File: src/rtl/common_pseudo_lru_set_alloc.sv
// common_pseudo_lru_set_alloc
//   Multi-set tree pseudo-LRU victim allocator. One (WAYS-1)-bit PLRU tree per
//   set. An accepted allocate returns a one-hot victim one cycle later and
//   touches that victim in its set's tree. Hit-touches update a tree directly.
//   A flush clears every tree sequentially, one set per cycle.
//
// Ports
//   clk, reset        clock / asynchronous active-low reset
//   touch_en/set/way  hit-touch strobe, set index, one-hot way
//   alloc_valid/ready allocate handshake
//   alloc_set/mask    set index and eligible-way mask for the allocate
//   resp_valid        one-cycle pulse with the victim result
//   resp_way          one-hot victim (all-zero when no way was eligible)
//   resp_none         the allocate mask was empty
//   flush_req/busy    start a flush of all trees / flush in progress
module common_pseudo_lru_set_alloc #(
    parameter int WAY_LOG2 = 2,
    parameter int SET_LOG2 = 4
) (
    input  logic                       clk,
    input  logic                       reset,
    input  logic                       touch_en,
    input  logic [SET_LOG2-1:0]        touch_set,
    input  logic [(1<<WAY_LOG2)-1:0]   touch_way,
    input  logic                       alloc_valid,
    output logic                       alloc_ready,
    input  logic [SET_LOG2-1:0]        alloc_set,
    input  logic [(1<<WAY_LOG2)-1:0]   alloc_mask,
    output logic                       resp_valid,
    output logic [(1<<WAY_LOG2)-1:0]   resp_way,
    output logic                       resp_none,
    input  logic                       flush_req,
    output logic                       flush_busy
);
    localparam int WAYS     = 1 << WAY_LOG2;
    localparam int NUM_SETS = 1 << SET_LOG2;
    localparam int NODES    = WAYS - 1;

    typedef logic [NODES-1:0] tree_t;
    typedef enum logic {IDLE, FLUSH} state_t;

    // Walk from the root. At each node look at which half of the node's way
    // range still holds an eligible way; only when both halves do does the
    // node bit decide (1 = right).
    function automatic logic [WAY_LOG2-1:0] pick_way(input tree_t t, input logic [WAYS-1:0] m);
        int              n, base, half;
        logic [WAYS-1:0] lmask, rmask;
        tree_t           ts;
        logic            any_l, any_r, go_r;
        n    = 0;
        base = 0;
        for (int l = 0; l < WAY_LOG2; l++) begin
            half  = WAYS >> (l + 1);
            lmask = ((WAYS'(1) << half) - WAYS'(1)) << base;
            rmask = lmask << half;
            any_l = |(m & lmask);
            any_r = |(m & rmask);
            ts    = t >> n;
            go_r  = any_r & (~any_l | ts[0]);
            if (go_r) base = base + half;
            n = 2 * n + (go_r ? 2 : 1);
        end
        return WAY_LOG2'(base);
    endfunction

    // Path update for touching way w: {write-enable, value}. A node on the
    // path is written 1 when w sits in its left subtree, pointing the next
    // victim away from w.
    function automatic logic [2*NODES-1:0] path_upd(input logic [WAY_LOG2-1:0] w);
        tree_t               en, val;
        logic [WAY_LOG2-1:0] ws;
        int                  n;
        en  = '0;
        val = '0;
        n   = 0;
        for (int l = 0; l < WAY_LOG2; l++) begin
            ws = w >> (WAY_LOG2 - 1 - l);
            en = en | (tree_t'(1) << n);
            if (!ws[0]) val = val | (tree_t'(1) << n);
            n = 2 * n + (ws[0] ? 2 : 1);
        end
        return {en, val};
    endfunction

    function automatic tree_t apply_upd(input tree_t t, input logic [2*NODES-1:0] u);
        return (t & ~u[2*NODES-1:NODES]) | u[NODES-1:0];
    endfunction

    state_t                          state;
    logic [SET_LOG2-1:0]             flush_cnt;
    logic [NUM_SETS-1:0][NODES-1:0]  trees, tree_nxt;
    logic [WAY_LOG2-1:0]             victim_idx, touch_idx;
    logic                            accept, alloc_none, touch_ok;

    assign accept     = alloc_valid & alloc_ready;
    assign alloc_none = ~|alloc_mask;
    assign touch_ok   = touch_en & (state == IDLE);
    assign victim_idx = pick_way(trees[alloc_set], alloc_mask);

    always_comb begin
        touch_idx = '0;
        for (int i = 0; i < WAYS; i++)
            if (touch_way[i]) touch_idx = touch_idx | WAY_LOG2'(i);
    end

    // Touch is applied after the allocate so that, on a shared set, the
    // touch path wins on every node both paths write.
    always_comb begin
        tree_nxt = trees;
        if (state == FLUSH) begin
            tree_nxt[flush_cnt] = '0;
        end else begin
            if (accept && !alloc_none)
                tree_nxt[alloc_set] = apply_upd(tree_nxt[alloc_set], path_upd(victim_idx));
            if (touch_ok)
                tree_nxt[touch_set] = apply_upd(tree_nxt[touch_set], path_upd(touch_idx));
        end
    end

    always_ff @(posedge clk or negedge reset) begin
        if (!reset) trees <= '0;
        else        trees <= tree_nxt;
    end

    always_ff @(posedge clk or negedge reset) begin
        if (!reset) begin
            state       <= IDLE;
            flush_cnt   <= '0;
            alloc_ready <= 1'b1;
            flush_busy  <= 1'b0;
            resp_valid  <= 1'b0;
            resp_way    <= '0;
            resp_none   <= 1'b0;
        end else begin
            resp_valid <= accept;
            if (accept) begin
                resp_way  <= alloc_none ? '0 : (WAYS'(1) << victim_idx);
                resp_none <= alloc_none;
            end
            case (state)
                IDLE: begin
                    if (flush_req) begin
                        state       <= FLUSH;
                        flush_cnt   <= '0;
                        alloc_ready <= 1'b0;
                        flush_busy  <= 1'b1;
                    end
                end
                FLUSH: begin
                    flush_cnt <= flush_cnt + SET_LOG2'(1);
                    if (&flush_cnt) begin
                        state       <= IDLE;
                        alloc_ready <= 1'b1;
                        flush_busy  <= 1'b0;
                    end
                end
                default: state <= IDLE;
            endcase
        end
    end

    touch_way_onehot: assert property (@(posedge clk) disable iff (!reset)
        touch_en |-> $onehot(touch_way));

endmodule

File: config.mk
export PLATFORM = sky130hd
export DESIGN_NAME = common_pseudo_lru_set_alloc
export DESIGN_NICKNAME = d
export VERILOG_FILES = /design/src/rtl/common_pseudo_lru_set_alloc.sv
export SDC_FILE = /design/constraint.sdc
export NUM_CORES = 1
export LEC_CHECK = 0
export ABC_AREA = 1
export BUFFER_PORTS_ARGS = -buffer_cell sky130_fd_sc_hd__buf_4
export CORE_MARGIN = 10
export CORE_UTILIZATION = 60
export DETAILED_ROUTE_END_ITERATION = 8
export GPL_TIMING_DRIVEN = 0
export PLACE_DENSITY = 0.82
export SETUP_SLACK_MARGIN = 0.1
export SLEW_MARGIN = 25
export SYNTH_ARGS = -nofsm -noshare
export SYNTH_HDL_FRONTEND = slang
export SYNTH_SLANG_ARGS = --single-unit
File: constraint.sdc
create_clock -name clk -period 4.15 [get_ports clk]
set_input_delay 0.83 -clock clk [delete_from_list [all_inputs] [get_ports clk]]
set_output_delay 0.83 -clock clk [all_outputs]
set_load 0.005 [all_outputs]
==> summary.txt <==
STA
  – Setup tns final: 0 ns
  – Final setup vio count: 0
  – Tcrit/Tclk final: approximately nine tenths
  – Worst slew margin: 36.6%
  – Final hold vios: 0
  – Max-slew violations: 0
  – Clock skew: 0.0136 ns
  – RSZ-0062 raised after global routing: false
  – Least-Margin Pin Slew: around 0.95 ns
  – FMAX: roughly 0.27 GHz
  – Min Tclk post-route: around 3.7 ns

Setup path
  – Critical Path Sink: trees[43]
  – R2r startpoint: alloc_ready
  – Crit path DAT: slightly below 4 ns
  – Worst EP required: around 4.4 ns
  – R2r setup slk: roughly 0.49 ns
  – CP top delay family: simple AND/OR/NAND/NOR gates
  – Critical path depth: 24
  – Largest stage delay, worst path: ~0.32 ns
  – Worst setup SP type: input pin
  – CP bufs+invs: 5
  – Setup CP Type: in -> reg
  – Cell count of the worst reg-to-reg path: 16
  – RR Endpoint: trees[43]
  – Critical-path top delay cell: buf_2
  – CP dominant cell by count: nand2_1
  – Crit. Startpoint: alloc_set[0]
  – CP Capture Type: register
  – Crit Path Max Fanout: 10
  – Crit-path cells: buf_4, inv_2, buf_2, nand2_1, nand2_1, nand2_1, nand2_1, nand2_1, nand3_2, o21bai_4, nand2_2, buf_4, nand3_1, nand3_1, nand2_1, nor2_1, nor2_1, nor2_1, nand3_1, nand2_2, buf_6, nand2_1, nand2_1, nand2_1

Layout
  – Multi-input gate area: ~0.0029 mm2
  – # diodes: 0
  – Share of layout cells above drive strength 1: roughly 11%
  – Commonest cells after routing, fill and taps aside: 337 x nand2_1, 82 x inv_1, 80 x nor2_1, 77 x nand3_1, 60 x dfrtp_1
  – Register Area: around 0.0015 mm2
  – Fin nets: approximately 880
  – Post-Layout Cell Count: ~960
  – Commonest non-fill, non-tap cell in the layout: nand2_1
  – Fillers: just over 700
  – P&R area growth vs syn: 10.8%

Hold path
  – Worst Hold Class: reg -> reg

Run status
  – Status: finished clean

Power and ir drop
  – Comb pwr share: 49.5%
  – Max VDD drop: roughly 0.34 mV
  – Sw frac: just under 50%
  – Switch Pwr: about 0.0015 W
  – P_int: 0.00162 W
  – Leak pwr: approximately 2.7 nW
  – Sequential share of power: between 30% and 40%
  – Pwr Density: ~580 mW/mm2
  – Power share of the clock group: 18.5%

Yosys
  – Simple-gate area share of the yosys netlist: approximately 45%
  – Syn nets: between 800 and 900
  – Register area share after synthesis: between 30 and 40%
  – Cell taking the most area after synthesis: dfrtp_1
  – Mapped Area: ~0.0049 mm2
  – Post-synth EDFFs: 0
  – Post-synthesis xor/xnor area fraction: 0%
  – Synth warnings: 0
  – Syn Area/Cell: around 6.0 um2
  – Post-synthesis mux area share: 0%
  – Yosys top cell area share: a little under a third
  – Synth Area in Adders: 1.02%
  – Complex-gate fraction of the synthesized area: 13.2%
  – Area contributors post-synth: dfrtp_1 31%, nand2_1 26%, nand3_1 7.9%, inv_1 6.3%, nor2_1 6.1%
  – Post-Syn Instances: 820
  – Synthesized flop and latch total: 61
  – Largest family of logic cells by synthesized area: simple AND/OR/NAND/NOR gates
  – FFs w/ async S/R, synth: 100%
  – Synth cell types: 30
  – Top_reg_cell synth: dfrtp_1

Placement
  – HPWL after detailed placement: 12.8 mm
  – RD Place Congestion: 1.02
  – Placed insts: between 900 and 1k
  – Port buffer count: 26

Die
  – Core area: ~0.0078 mm2
  – Row count: 32
  – Ports: 29
  – Starting density of the core: about 62%
  – Total Die Area: about 0.012 mm2
  – Die Y: approximately 110 um
  – Die span in x: about 110 um

Clock network
  – Hold_buf cts: 0
  – Clk buf depth: 2
  – CTS tree: yes
  – Root Buffer: clkbuf_8
  – CTS buffer count: 9
  – CTS sink count: 61
  – H-tree Lvls: 3
  – CTS resizes: 0
  – Later-pin clock latency in the skew report: about 0.36 ns
  – Clk slew on worst S/H paths: 0.09 ns
  – Setup Fix Bufs, Post-CTS: 0

Routing
  – Drt drc: 0
  – Antenna Violating Nets Remaining: 0
  – Wire per inst: roughly 19 um
  – TritonRoute pass-1 iters: 7
  – Iter 0 DRT Violations: between 800 and 900
  – WL final: about 18 mm
  – Vias per cell: 6.07
  – Vias post-DR: between 5k and 6k

Global route
  – Largest net degree at the start of global routing: 62
  – Vias in the first global route: 5417
  – GR Overflow Total: 0
  – Total GRT Usage: 29.8%
  – Initial antenna violation count: 0
  – First-pass GRT wire length: between 20 and 30 mm

Run
  – Max-cap viol count: 0
-- through the flow --
stage	hold WS, ns	worst slack, ns	total power (W)	util [%]	area, um2
finish	0.494	0.466	0.00314	69.1	5430
global route	0.514	0.272	0.00332	69.1	5430
CTS	0.499	0.676	0.00306	69.1	5430
detailed placement	0.479	0.315	0.00249	66.5	5220
global placement	0.468	0.340	0.00243	66.5	5220
floorplan	0.449	1.34	0.00198	-	4900
-- layer usage --
layer  global-route usage, %  part of all wire [%]  vias up
met1                    37.1                    37     2604
met5                       0                     0        -
met2                    45.5                    43      448
li1                        -                     -     2685
met3                    8.01                    14      119
met4                    17.1                   6.4        0
-- synthesized netlist by cell type (all sizes together), types with 2 or more instances --
| library cell | count |
|---|---|
| o21ai | 47 |
| dfrtp | 60 |
| buf | 15 |
| clkbuf | 10 |
| nand4 | 2 |
| ha | 4 |
| a21oi | 42 |
| o21bai | 2 |
| nand3 | 80 |
| o211ai | 14 |
| a32o | 4 |
| nor2 | 80 |
| inv | 83 |
| nand2 | 342 |
| or2 | 26 |
| o31ai | 3 |
-- layout make-up --
type / count / share of cell area (%)
Clock inverter: 7 / 1.50
Sequential cell: 61 / 28.2
Buffer: 25 / 2.68
Multi-Input combinational cell: 650 / 53.6
Clock buffer: 9 / 2.28
Tap cell: 102 / 2.35
Inverter: 84 / 5.81
Timing Repair Buffer: 26 / 3.60
-- registers in the layout, indices dropped and copies added (netlist names) --
register and flops:
flush_busy 1, state 1, resp_valid 1, resp_none 1, alloc_ready 1, trees 48, resp_way 4, flush_cnt 4
-- kinds of logic after synthesis --
group | Yosys count
AO/OA/AOI/OAI | 113
buffers and inverters | 109
adder cells (fa/ha/maj) | 4
AND/OR/NAND/NOR | 533
flip-flops | 61
-- worst register-to-register path: stages (launching register included) --
cell,delay (ns)
dfstp_2,0.55
nand2_1,0.22
nor2_1,0.51
nand2_1,0.38
nor2_1,0.37
nand3_1,0.15
nand3_1,0.11
nand2_1,0.07
nor2_1,0.11
nor2_1,0.05
nor2_1,0.27
nand3_1,0.14
nand2_2,0.20
buf_6,0.21
nand2_1,0.09
nand2_1,0.09
nand2_1,0.06
-- worst min-delay path by stage --
stage / startpoint / to / slack (ns) / depth (start not counted)
detailed placement: resp_way[2] / resp_way[2] / 0.48 / 2
global route: resp_way[3] / resp_way[3] / 0.51 / 2
floorplan: trees[25] / trees[25] / 0.45 / 2
CTS: resp_way[2] / resp_way[2] / 0.50 / 2
global placement: resp_way[2] / resp_way[2] / 0.47 / 2
finish: resp_way[2] / resp_way[2] / 0.49 / 2
-- power groups by stage --
stage               logic, W  registers [W]  clock network [W]
floorplan            0.00103       0.000948                  0
global placement     0.00144       0.000993                  0
detailed placement   0.00149        0.00100                  0
CTS                  0.00150       0.000995           0.000571
global route         0.00169        0.00103           0.000604
finish               0.00156        0.00100           0.000580
Note: power is estimated with default switching activity, not from simulation.
